==> src/rtl/enha_pkg.sv <==
// Shared definitions for the block enhancement-rate generator.
//   TH_HI/TH_MID/TH_LO : block-peak thresholds for the rate quantiser
//   enha_rate_t        : 2-bit rate; bit1 selects the half term, bit0 the quarter term
package enha_pkg;

    localparam logic [7:0] TH_HI  = 8'd192;
    localparam logic [7:0] TH_MID = 8'd128;
    localparam logic [7:0] TH_LO  = 8'd64;

    typedef enum logic [1:0] {
        RATE_NONE = 2'b00,  // no attenuation
        RATE_Q    = 2'b01,  // subtract 1/4
        RATE_H    = 2'b10,  // subtract 1/2
        RATE_HQ   = 2'b11   // subtract 3/4
    } enha_rate_t;

endpackage

==> src/rtl/enha_rate_quant.sv <==
// Combinational quantiser: 8-bit block peak -> 2-bit enhancement rate.
//   i_peak    : block peak luminance (unsigned)
//   o_rate_c  : rate consumed by the per-pixel enhancement selector
module enha_rate_quant
    import enha_pkg::*;
(
    input  logic [7:0] i_peak,
    output enha_rate_t o_rate_c
);

    // Brighter blocks get less attenuation.
    always_comb begin
        o_rate_c = RATE_HQ;
        if (i_peak >= TH_HI) begin
            o_rate_c = RATE_NONE;
        end else if (i_peak >= TH_MID) begin
            o_rate_c = RATE_Q;
        end else if (i_peak >= TH_LO) begin
            o_rate_c = RATE_H;
        end
    end

endmodule

==> src/rtl/block_enha_rate_gen.sv <==
// Per-block peak tracker and double-buffered enhancement-rate table.
// Accumulates the peak luminance of each BLK_W x BLK_H block over a frame,
// quantises every peak at frame end and commits the rates to a bank that the
// next frame's pixel path reads through a registered random-access port.
//   iODCK      : pixel clock (rising edge)
//   iRST       : synchronous active-low reset
//   iVS        : one-cycle frame-start pulse
//   iDE        : pixel valid
//   iBpixel    : pixel luminance
//   iRdBlk     : raster block index to read (by*NBX+bx)
//   oEnhaRate  : rate of iRdBlk from the last completed frame, 1-cycle latency
//   oFrameDone : one-cycle pulse after a new bank is committed
//   oBusy      : frame accumulation in progress
module block_enha_rate_gen
    import enha_pkg::*;
#(
    parameter int unsigned IMG_W = 1024,
    parameter int unsigned IMG_H = 768,
    parameter int unsigned BLK_W = 128,
    parameter int unsigned BLK_H = 128,
    parameter int unsigned IDXW  = $clog2((IMG_W / BLK_W) * (IMG_H / BLK_H))
) (
    input  logic            iODCK,
    input  logic            iRST,
    input  logic            iVS,
    input  logic            iDE,
    input  logic [7:0]      iBpixel,
    input  logic [IDXW-1:0] iRdBlk,
    output logic [1:0]      oEnhaRate,
    output logic            oFrameDone,
    output logic            oBusy
);

    localparam int unsigned NBX = IMG_W / BLK_W;
    localparam int unsigned NBY = IMG_H / BLK_H;
    localparam int unsigned NB  = NBX * NBY;
    localparam int unsigned BIW = (NB    > 1) ? $clog2(NB)    : 1;
    localparam int unsigned CW  = (IMG_W > 1) ? $clog2(IMG_W) : 1;
    localparam int unsigned RW  = (IMG_H > 1) ? $clog2(IMG_H) : 1;
    localparam int unsigned BCW = (BLK_W > 1) ? $clog2(BLK_W) : 1;
    localparam int unsigned BRW = (BLK_H > 1) ? $clog2(BLK_H) : 1;
    localparam int unsigned BXW = (NBX   > 1) ? $clog2(NBX)   : 1;
    localparam int unsigned BYW = (NBY   > 1) ? $clog2(NBY)   : 1;

    typedef enum logic [1:0] {
        S_IDLE   = 2'b00,
        S_ACC    = 2'b01,
        S_COMMIT = 2'b10
    } state_t;

    state_t          r_state;
    state_t          w_state_nxt;
    logic            w_busy_nxt;
    logic            w_done_nxt;
    logic            r_busy;
    logic            r_done;

    logic [CW-1:0]   r_col;
    logic [RW-1:0]   r_row;
    logic [BCW-1:0]  r_bcol;
    logic [BRW-1:0]  r_brow;
    logic [BXW-1:0]  r_bx;
    logic [BYW-1:0]  r_by;

    logic [7:0]      r_max  [NB];
    enha_rate_t      r_bank [NB];
    enha_rate_t      w_quant[NB];
    enha_rate_t      w_rate_rd;
    enha_rate_t      r_rate;

    logic            w_acc;
    logic            w_last;
    logic            w_commit;
    logic            w_col_wrap;
    logic [BIW-1:0]  w_blk;
    logic [BIW-1:0]  w_rd_idx;
    logic            w_rd_oob;

    assign w_acc      = iDE & ~iVS & (r_state == S_ACC);
    assign w_col_wrap = (r_col == CW'(IMG_W - 1));
    assign w_last     = w_col_wrap & (r_row == RW'(IMG_H - 1));
    assign w_commit   = (r_state == S_COMMIT);
    assign w_blk      = BIW'(32'(r_by) * NBX + 32'(r_bx));
    assign w_rd_idx   = BIW'(iRdBlk);
    assign w_rd_oob   = (32'(iRdBlk) >= NB);

    // FSM state register.
    always_ff @(posedge iODCK) begin
        if (!iRST) begin
            r_state <= S_IDLE;
            r_busy  <= 1'b0;
            r_done  <= 1'b0;
        end else begin
            r_state <= w_state_nxt;
            r_busy  <= w_busy_nxt;
            r_done  <= w_done_nxt;
        end
    end

    // Next state: iVS always (re)starts a frame and discards any partial one.
    always_comb begin
        w_state_nxt = r_state;
        w_busy_nxt  = 1'b0;
        w_done_nxt  = 1'b0;
        if (iVS) begin
            w_state_nxt = S_ACC;
        end else begin
            case (r_state)
                S_ACC:    if (w_acc && w_last) w_state_nxt = S_COMMIT;
                S_COMMIT: w_state_nxt = S_IDLE;
                default:  w_state_nxt = r_state;
            endcase
        end
        w_busy_nxt = (w_state_nxt != S_IDLE);
        w_done_nxt = w_commit;
    end

    // Raster and block position counters; block coordinates counted, never divided.
    always_ff @(posedge iODCK) begin
        if (!iRST || iVS) begin
            r_col  <= '0;
            r_row  <= '0;
            r_bcol <= '0;
            r_brow <= '0;
            r_bx   <= '0;
            r_by   <= '0;
        end else if (w_acc) begin
            if (w_col_wrap) begin
                r_col  <= '0;
                r_bcol <= '0;
                r_bx   <= '0;
                if (w_last) begin
                    r_row  <= '0;
                    r_brow <= '0;
                    r_by   <= '0;
                end else begin
                    r_row <= r_row + RW'(1);
                    if (r_brow == BRW'(BLK_H - 1)) begin
                        r_brow <= '0;
                        r_by   <= r_by + BYW'(1);
                    end else begin
                        r_brow <= r_brow + BRW'(1);
                    end
                end
            end else begin
                r_col <= r_col + CW'(1);
                if (r_bcol == BCW'(BLK_W - 1)) begin
                    r_bcol <= '0;
                    r_bx   <= r_bx + BXW'(1);
                end else begin
                    r_bcol <= r_bcol + BCW'(1);
                end
            end
        end
    end

    // Running per-block maxima.
    always_ff @(posedge iODCK) begin
        if (!iRST || iVS) begin
            for (int i = 0; i < int'(NB); i++) begin
                r_max[i] <= 8'd0;
            end
        end else if (w_acc && (iBpixel > r_max[w_blk])) begin
            r_max[w_blk] <= iBpixel;
        end
    end

    // One quantiser per block so the whole bank commits in a single edge.
    for (genvar g = 0; g < int'(NB); g++) begin : g_quant
        enha_rate_quant u_quant (
            .i_peak   (r_max[g]),
            .o_rate_c (w_quant[g])
        );
    end

    // Committed rate bank.
    always_ff @(posedge iODCK) begin
        if (!iRST) begin
            for (int i = 0; i < int'(NB); i++) begin
                r_bank[i] <= RATE_NONE;
            end
        end else if (w_commit) begin
            for (int i = 0; i < int'(NB); i++) begin
                r_bank[i] <= w_quant[i];
            end
        end
    end

    // Read port is write-first: on the commit edge it returns the new rate.
    always_comb begin
        w_rate_rd = RATE_NONE;
        if (!w_rd_oob) begin
            w_rate_rd = w_commit ? w_quant[w_rd_idx] : r_bank[w_rd_idx];
        end
    end

    always_ff @(posedge iODCK) begin
        if (!iRST) begin
            r_rate <= RATE_NONE;
        end else begin
            r_rate <= w_rate_rd;
        end
    end

    assign oEnhaRate  = r_rate;
    assign oFrameDone = r_done;
    assign oBusy      = r_busy;

endmodule

==> config.mk <==
export PLATFORM = sky130hd
export DESIGN_NAME = block_enha_rate_gen
export DESIGN_NICKNAME = d
export VERILOG_FILES = /design/src/rtl/enha_pkg.sv /design/src/rtl/enha_rate_quant.sv /design/src/rtl/block_enha_rate_gen.sv
export SDC_FILE = /design/constraint.sdc
export NUM_CORES = 1
export LEC_CHECK = 0
export CAP_MARGIN = 5
export CORE_ASPECT_RATIO = 0.75
export CORE_MARGIN = 8
export CORE_UTILIZATION = 50
export CTS_CLUSTER_DIAMETER = 30
export DETAILED_ROUTE_END_ITERATION = 6
export MAX_ROUTING_LAYER = met4
export PLACE_DENSITY = 0.68
export SETUP_SLACK_MARGIN = 0.1
export SYNTH_ARGS = -nofsm -noshare
export SYNTH_HDL_FRONTEND = slang
export SYNTH_SLANG_ARGS = --single-unit
==> constraint.sdc <==
create_clock -name iODCK -period 4.5 [get_ports iODCK]
set_clock_uncertainty 0.1 [all_clocks]
set_input_delay 0.9 -clock iODCK [delete_from_list [all_inputs] [get_ports iODCK]]
set_output_delay 0.9 -clock iODCK [all_outputs]
set_load 0.01 [all_outputs]
==> out/results.txt, run 1 <==
The flow ran to the end, but the final reports show violations. The final reports fail on negative setup slack. Max-cap violations in this run came to 0.

For the number of antenna violations at the first check in global routing, the log shows 2. After detailed routing, the met3 layer carries 19.3 mm of wire. In this design, the stage delay of the slowest critical-path cell is 0.41 ns.

Setup violations remaining at the end of the flow were counted as 7. STA classifies the critical path startpoint as a flip-flop. Global routing used 32.1% of the available tracks across all layers. The logs give 222 MHz for the highest clock frequency the design can meet and 0 for the total grt overflow.

Synthesis inferred 654 register bits. The fraction of registers with async set or reset after synthesis is 0%, and the top-level I/O count is 22. The min-delay analysis places its worst path in the category flip-flop to flip-flop. For this design, the sink count on the clock tree is 654.

Counting the buffers created by CTS gives 115. The run gives 0 as the final count of hold timing violations. On the critical path, the stage with the largest delay is an instance of sky130_fd_sc_hd__dfxtp_4. The buffering stage count on the worst path with inverters included was 10.

In this run the tool buffered the top-level ports with 21 buffer cells. The insertion delay to the later sink of the worst-skew pair is 0.67 ns. In the final layout, the share of cells above drive strength 1 is 31.8%. The synthesized netlist contains 73 unique library cells. The count of nets left with antenna violations once routing finished came out at 0. Wire segments on met2 add up to 49.4 mm in the final route. The tools report the detailed-route wire length as 119 mm. Measured against its own limit, the worst slew margin works out to 28.7%.

The wire-length estimate of the detail-placed layout is 72.0 mm. Measured in cells, the most critical reg-to-reg path has a length of 22. The first global-routing pass estimated 165 mm of wire.

The worst register-to-register path begins at r_bx[0]. For the final weighted congestion of routability-driven global placement, the log shows 1.05. The via count of the first global-routing pass was 24000. Counting flops with a built-in enable in the synthesized netlist gives 608. The sort of element at the end of the critical path was a flip-flop. Hold timing on the final database bottoms out at a slack of 0.384 ns.

For this design, the CTS-stage hold fixing added 0 buffers. The areal power density over the cells was 407 nW/um2. In the final routed layout, each cell accounts on average for 30.5 um. Top cell type by total area after synthesis: sky130_fd_sc_hd__edfxtp_1.

The y dimension of the die was 234 um. For this run, the register share of the synthesized area comes to 60.5%. The share of the clock period used by the worst path after layout is 100%, and the horizontal die dimension is 307 um. From synthesis to final layout, the design area changed by 33.0%.

The first routing iteration left 4329 violations. In the routed design, unresolved DRC markers number 0. The floorplan step defined a core boundary enclosing 63200 um2.

STA puts the critical path data arrival time at 4.82 ns. In this run the worst path has a maximum fanout of 9. The startpoint identified for the worst hold timing path is r_bcol[1].

Among all cell types in the netlist, the one instantiated most often is sky130_fd_sc_hd__edfxtp_1. The floorplan has 80 rows. OpenSTA, run right after detailed placement, puts the worst setup slack at -0.394 ns.

Among cell families on the critical path, the largest total delay comes from buffers and inverters. The top cell type by area accounts for 57.6% of the synthesized area. The H-tree was split into 3 levels.

Class of the most critical setup path: flip-flop to flip-flop. The time the worst path needs with I/O delays and setup works out to 4.51 ns. Dominant register cell in the synthesized netlist: sky130_fd_sc_hd__edfxtp_1. The per-instance average area after synthesis was 12.2 um2. After the last flow step, the layout net total stands at 2969.

The detailed-routing wirelength on met1 came out at 45.4 mm. For this run, the detailed router's first-pass iteration total came to 6. The cell repeated most along the worst path is sky130_fd_sc_hd__buf_4. The critical path data required time is 4.81 ns. The clock-pin slew reported for the worst setup and hold paths after clock tree synthesis was 0.05 ns; the overall via count from detail_route was 26000.

The cell sitting at the root of the clock tree is a sky130_fd_sc_hd__clkbuf_16. Setup repair after global routing could not meet its margin everywhere. The worst register-to-register path has a setup slack of -0.01 ns. After synthesis the cells add up to 31700 um2.

For the minimum setup slack in the final design, the log shows -0.0125 ns. The floorplan step defined a die boundary enclosing 71800 um2. TritonCTS built the clock tree. For hold timing, the worst endpoint is r_bcol[1]. For this configuration, the core starts out at a cell density of 50.2%. Counting every net in the synthesized netlist gives 2636. The slew at the pin closest to its max-slew limit is 1.07 ns, and the number of stages on the worst hold path is 2.

Traced cell by cell, the critical path runs through buf_12, buf_16, buf_4, mux2_2, a221o_1, a21oi_1, buf_4, o22ai_1, nor3_2, ha_1, a21o_1, a21oi_2, a21oi_2, buf_4, buf_4, buf_4, and3_4, buf_12, buf_16, bufbuf_16, nand3_1, nor2_1. Using the TritonRoute via totals, the vias-per-cell ratio works out to 6.67. Yosys printed 0 warnings.

Uppermost metal layer occupied by signal nets: met4. Synthesis handed over a netlist of 2602 instances. Ranked by total cell area, the synthesized netlist is headed by sky130_fd_sc_hd__edfxtp_1 (58%), sky130_fd_sc_hd__nor2_1 (6.2%), sky130_fd_sc_hd__nand3_1 (5.8%), sky130_fd_sc_hd__mux4_2 (4.3%), sky130_fd_sc_hd__mux2i_1 (3.0%). The pin count of the biggest net entering global routing is 69, and the number of slew-limit violations in the final report is 0. Sorting the synthesized cells by how often they occur yields sky130_fd_sc_hd__edfxtp_1 (608), sky130_fd_sc_hd__nor2_1 (525), sky130_fd_sc_hd__nand3_1 (367). Summed over all cells, the static leakage comes to 0.0159 uW.

Counting along the longest clock path gives a buffer depth of 3. The destination of the worst register-to-register timing path is r_max[27][3]. The logs give 0.273 mV for the peak supply drop and 4393 for the count of fill cells added during filler insertion.
==> how the worst max path moves through the flow <==
stage	depth (start not counted)	slack [ns]	from	end
2_1_floorplan	18	0.23	r_bx[0]	r_max[52][0]
4_1_cts	16	-0.04	r_bx[0]	r_max[59][0]
6_report	22	-0.01	r_bx[0]	r_max[27][3]
3_3_place_gp	15	-0.40	r_bx[1]	r_max[60][3]
3_5_place_dp	15	-0.39	r_bx[0]	r_max[62][3]
5_1_grt	22	-0.1	r_bx[0]	r_max[27][0]
==> layout by cell type, fill, tap and decap left out, types with 12 or more instances in the layout <==
cell,count
sky130_fd_sc_hd__a221oi_1,46
sky130_fd_sc_hd__dfxtp_1,43
sky130_fd_sc_hd__nor2_2,42
sky130_fd_sc_hd__bufinv_16,20
sky130_fd_sc_hd__buf_6,53
sky130_fd_sc_hd__o21ai_0,20
sky130_fd_sc_hd__mux2i_1,87
sky130_fd_sc_hd__nor4_4,16
sky130_fd_sc_hd__a22oi_1,43
sky130_fd_sc_hd__and3_4,24
sky130_fd_sc_hd__clkinv_1,14
sky130_fd_sc_hd__xor2_1,20
sky130_fd_sc_hd__a21oi_1,20
sky130_fd_sc_hd__nand2_1,46
sky130_fd_sc_hd__clkinv_2,14
sky130_fd_sc_hd__nand3_1,341
sky130_fd_sc_hd__o22ai_1,27
sky130_fd_sc_hd__buf_12,59
sky130_fd_sc_hd__and3_1,30
sky130_fd_sc_hd__mux2_2,31
sky130_fd_sc_hd__a21o_1,27
sky130_fd_sc_hd__nand4_1,12
sky130_fd_sc_hd__a221o_1,12
sky130_fd_sc_hd__clkbuf_16,140
sky130_fd_sc_hd__a21o_4,22
sky130_fd_sc_hd__a221oi_2,24
sky130_fd_sc_hd__buf_4,258
sky130_fd_sc_hd__clkinvlp_4,12
sky130_fd_sc_hd__clkinv_4,14
sky130_fd_sc_hd__edfxtp_1,608
sky130_fd_sc_hd__ha_1,15
sky130_fd_sc_hd__buf_16,29
sky130_fd_sc_hd__nor2_1,518
sky130_fd_sc_hd__mux4_2,65
sky130_fd_sc_hd__nand3_2,27
==> repair_timing <==
item	in CTS	in global routing
endpoints found under the setup margin	874	840
gates resized for setup	178	136
gates cloned	23	29
endpoints found under the hold margin	0	0
pin swaps	33	44
setup buffers	50	30
==> state kept, by name, summed over array words and instances (netlist names) <==
name        cells
oBusy           1
r_bx            3
r_state         2
oEnhaRate       2
r_bank         96
r_row          10
r_brow          7
oFrameDone      1
r_col          10
r_bcol          7
r_max         512
r_by            3
==> through the flow <==
| stage | cells | instance area, um2 | utilization (%) | total power [uW] | TNS (ns) |
|---|---|---|---|---|---|
| 6_report | 3893 | 42100 | 66.7 | 17100 | -0.0373 |
| 5_1_grt | 3892 | 42100 | 66.7 | 17500 | -2.49 |
| 4_1_cts | 3831 | 40600 | 64.3 | 17000 | -0.737 |
| 3_5_place_dp | 3551 | 34700 | 55.0 | 7990 | -142.68 |
| 3_3_place_gp | 3551 | 34700 | 55.0 | 7980 | -168.51 |
| 2_1_floorplan | 2602 | 31700 | - | 7520 | 0 |
==> layout make-up <==
cell class	instances	area [um2]	area share, %
diodes	5	12.5	0.0297
clock buffers	123	2940	6.97
clock inverters	86	1050	2.49
inverters	9	33.8	0.0802
multi-input cells	1701	12300	29.3
flip-flops and latches	654	19200	45.5
well taps	861	1080	2.56
repair buffers	454	5500	13.1
==> layer usage <==
metal / vias to the layer above / track usage, %
met5: - / -
met4: 0 / 11.2
met3: 388 / 12.0
met2: 2251 / 43.6
met1: 12700 / 43.8
li1: 10600 / -
==> cell families (layout without fill, tap and decap cells) <==
| logic type | count (synthesis) | count (layout) | synth area share (%) |
|---|---|---|---|
| AND/OR/NAND/NOR | 1135 | 1137 | 16.7 |
| multiplexers | 204 | 204 | 9.68 |
| XOR/XNOR | 28 | 28 | 0.774 |
| AO/OA/AOI/OAI | 316 | 316 | 7.53 |
| buffers and inverters | 249 | 672 | 4.20 |
| other | 0 | 5 | 0 |
| adder cells (fa/ha/maj) | 16 | 16 | 0.632 |
| flip-flops | 654 | 654 | 60.5 |
==> where the power goes <==
group / total [uW] / switching [uW] / internal [uW]
sequential: 7040 / 172 / 6870
combinational: 1100 / 651 / 444
clock: 9000 / 3140 / 5870
==> tightest hold or removal path: cells and delay by family (launching register included) <==
kind,cells,cell delay [ns]
AND/OR/NAND/NOR,1,0.06
flip-flops,1,0.33
AO/OA/AOI/OAI,1,0.05
No activity file was read; power rests on OpenSTA's default activity.
==> run 2, diff against run 1 <==
SETUP_SLACK_MARGIN = 0.05   (was 0.1)
==> out/results.txt, run 2 (same netlist as run 1, synthesis figures left out) <==
STA classifies the critical path startpoint as a flip-flop. In this run the static leakage power is 0.0152 uW. Master cell of the clock root buffer: sky130_fd_sc_hd__clkbuf_16. Leaving out fill and tap cells, the most frequent cells in the layout are sky130_fd_sc_hd__edfxtp_1 (608), sky130_fd_sc_hd__nor2_1 (523), sky130_fd_sc_hd__nand3_1 (366), sky130_fd_sc_hd__buf_4 (273), sky130_fd_sc_hd__clkbuf_16 (119). The y dimension of the die was 234 um; the number of slew-limit violations in the final report was 0.

The wire length of the first global-routing pass is 160 mm, and the worst slew margin relative to its limit is 31.1%. The run gives 19200 um2 as the area taken by flip-flops and latches. Counting flops per register, the top entry is r_max. The minimum setup slack in the final design was 0.00331 ns; the wire length per cell after detailed routing was 29.2 um. The class of the most critical setup path was flip-flop to flip-flop.

Across the run, the number of max-cap violations was 0. In this run the worst hold path is classified as flip-flop to flip-flop. For the setup slack at placement, the log shows -0.394 ns.

The critical path goes through buf_6, buf_4, and2b_2, buf_12, a221oi_1, nor2_1, o21ai_1, o21ai_1, or4_1, ha_1, nand3_1, nor3_1, a21oi_2, nand3_2, buf_6, a31oi_4, buf_12, bufbuf_16, a21o_1, buf_4. Data on the critical path is required at its endpoint by 4.78 ns. The floorplan step defined a core boundary enclosing 63200 um2.

In this run the core area contains 80 standard-cell rows. The largest registers in the layout are r_max: 512 flops, r_bank: 96 flops. Setup repair after global routing could not meet its margin everywhere. The logs give 0 for the final count of hold timing violations and 0 for the total grt overflow.

The first detailed-routing pass took 6 iterations. The register with the most flip-flops in the layout has 512 of them. TritonCTS built the clock tree. The clock-pin slew reported for the worst setup and hold paths after clock tree synthesis was 0.05 ns. The number of antenna violations at the first check in global routing came out at 0.

Static timing analysis puts the maximum clock frequency at 222 MHz. Data on the critical path arrives at its endpoint at 4.77 ns. The commonest non-fill, non-tap cell in the layout is sky130_fd_sc_hd__edfxtp_1.

Once placement completed, the tool counted placed cells totaling 3551. The logs give 3 for the buffer levels on the longest clock path and 31.1% for the overall routing resource usage. The count of nets left with antenna violations once routing finished came out at 0. In the finished design, the share of the clock period the worst path needs comes to 99.9%. The area growth from synthesis to layout is 26.4%. The detailed router placed 25000 vias in this run. In this run, the number of DRC markers left after iteration 0 of detailed routing was 3844. Post-route core utilization: 63.4%. The fraction of layout cells with a size suffix above 1 is 27.7%, and the count of fill cells added during filler insertion is 4717.

The cell family contributing the most delay on the critical path was buffers and inverters. 22 I/O pins were placed. Entering global routing, the biggest net connects 69 pins. Once placement finished, the instance area stood at 34700 um2. The largest fanout on the critical path came out at 20. Counting every sink on the clock net gives 654. The tools report the starting density of the core as 50.2%. Counting the buffers created by CTS gives 115. The tools report the via count of the first global-routing pass as 23600.

The routed design has 111 mm of wire. Peak supply drop: 0.266 mV. The buffering stage count on the worst path with inverters included is 7, and the final instance count without filler cells is 3816. For the detailed-placement wirelength estimate, the log shows 72.0 mm. The number of buffer cells added on primary ports works out to 21. Setup violations remaining at the end of the flow were counted as 0.

For the count of nets after finishing, the log shows 2895. For the pin with the worst max-slew slack, the measured transition is 1.03 ns. The tools report the sort of element at the end of the critical path as a flip-flop.

Summing all multi-input logic gate instances after layout gives 11800 um2. The areal power density over the cells came out at 424 nW/um2. The flow ran to the end, and the final reports show no timing, DRC or antenna violations. On the critical path, the stage with the largest delay is an instance of sky130_fd_sc_hd__or4_1. After layout, the minimum clock period comes to 4.50 ns. After detailed routing, the number of vias per cell comes to 6.56.

The number of levels the H-tree was split into came out at 3. For the full die area, the log shows 71800 um2. The final weighted congestion of routability-driven global placement was 1.05. The horizontal die dimension is 307 um. The run gives 40000 um2 as the area of all placed cells without fillers.

Clock latency on the worst-skew pair, taken at its later pin, is 0.67 ns. After detailed routing, the number of remaining DRC violations is 0. The peak per-stage delay on the critical path was 0.49 ns.
## run 2: area by class of cell
cell class | count | area share (%)
antenna | 2 | 0.0125
clock buffer | 123 | 7.34
clock inverter | 86 | 2.62
inverter | 9 | 0.0844
multi-input combinational | 1700 | 29.5
sequential | 654 | 47.9
tap | 861 | 2.69
timing repair buffer | 381 | 9.79
## run 2: worst register-to-register path, delay by kind of cell (launching register included)
kind	cells	cell delay [ns]
fa+ha+maj	1	0.30
buf+inv	7	1.28
compound gates	6	1.08
simple gates	6	1.09
flops	1	0.37
## run 2: worst paths after layout
| kind | from | endpoint | slack, ns | cells after the start |
|---|---|---|---|---|
| worst max register to register | r_bx[1] | r_max[16][5] | 0.003 | 20 |
| worst min register to register | r_bcol[1] | r_bcol[1] | 0.39 | 2 |
| worst min-delay path | r_bcol[1] | r_bcol[1] | 0.39 | 2 |
| worst max-delay path | r_bx[1] | r_max[16][5] | 0.003 | 20 |
## run 2: power by group
part	switching (uW)	total [uW]	internal (uW)
logic	600	966	366
registers	169	7040	6870
clock network	3110	8980	5870
total	3880	17000	13100
## run 2: layer usage
| layer | vias to the layer above | routed length, um | GRT usage (%) | part of all wire, % |
|---|---|---|---|---|
| li1 | 10400 | - | - | - |
| met5 | - | 0 | - | 0 |
| met3 | 305 | 17900 | 11.5 | 16 |
| met4 | 0 | 3950 | 10.4 | 3.5 |
| met2 | 2026 | 46100 | 42.3 | 41 |
| met1 | 12300 | 43500 | 42.8 | 39 |
## run 2: repair_timing
item / in CTS / in global routing
hold buffers: 0 / 0
resized for setup: 96 / 50
pin swaps: 8 / 24
cloned: 5 / 4
endpoints found under the setup margin: 848 / 800
buffers inserted: 27 / 19
## run 2: stage by stage
| step | power (uW) | hold WS (ns) | setup TNS (ns) |
|---|---|---|---|
| floorplan | 7520 | 0.349 | 0 |
| global route | 17300 | 0.393 | -0.240 |
| detailed placement | 7990 | 0.381 | -142.68 |
| finish | 17000 | 0.386 | 0 |
| CTS | 16900 | 0.387 | -0.194 |
| global placement | 7980 | 0.360 | -168.51 |
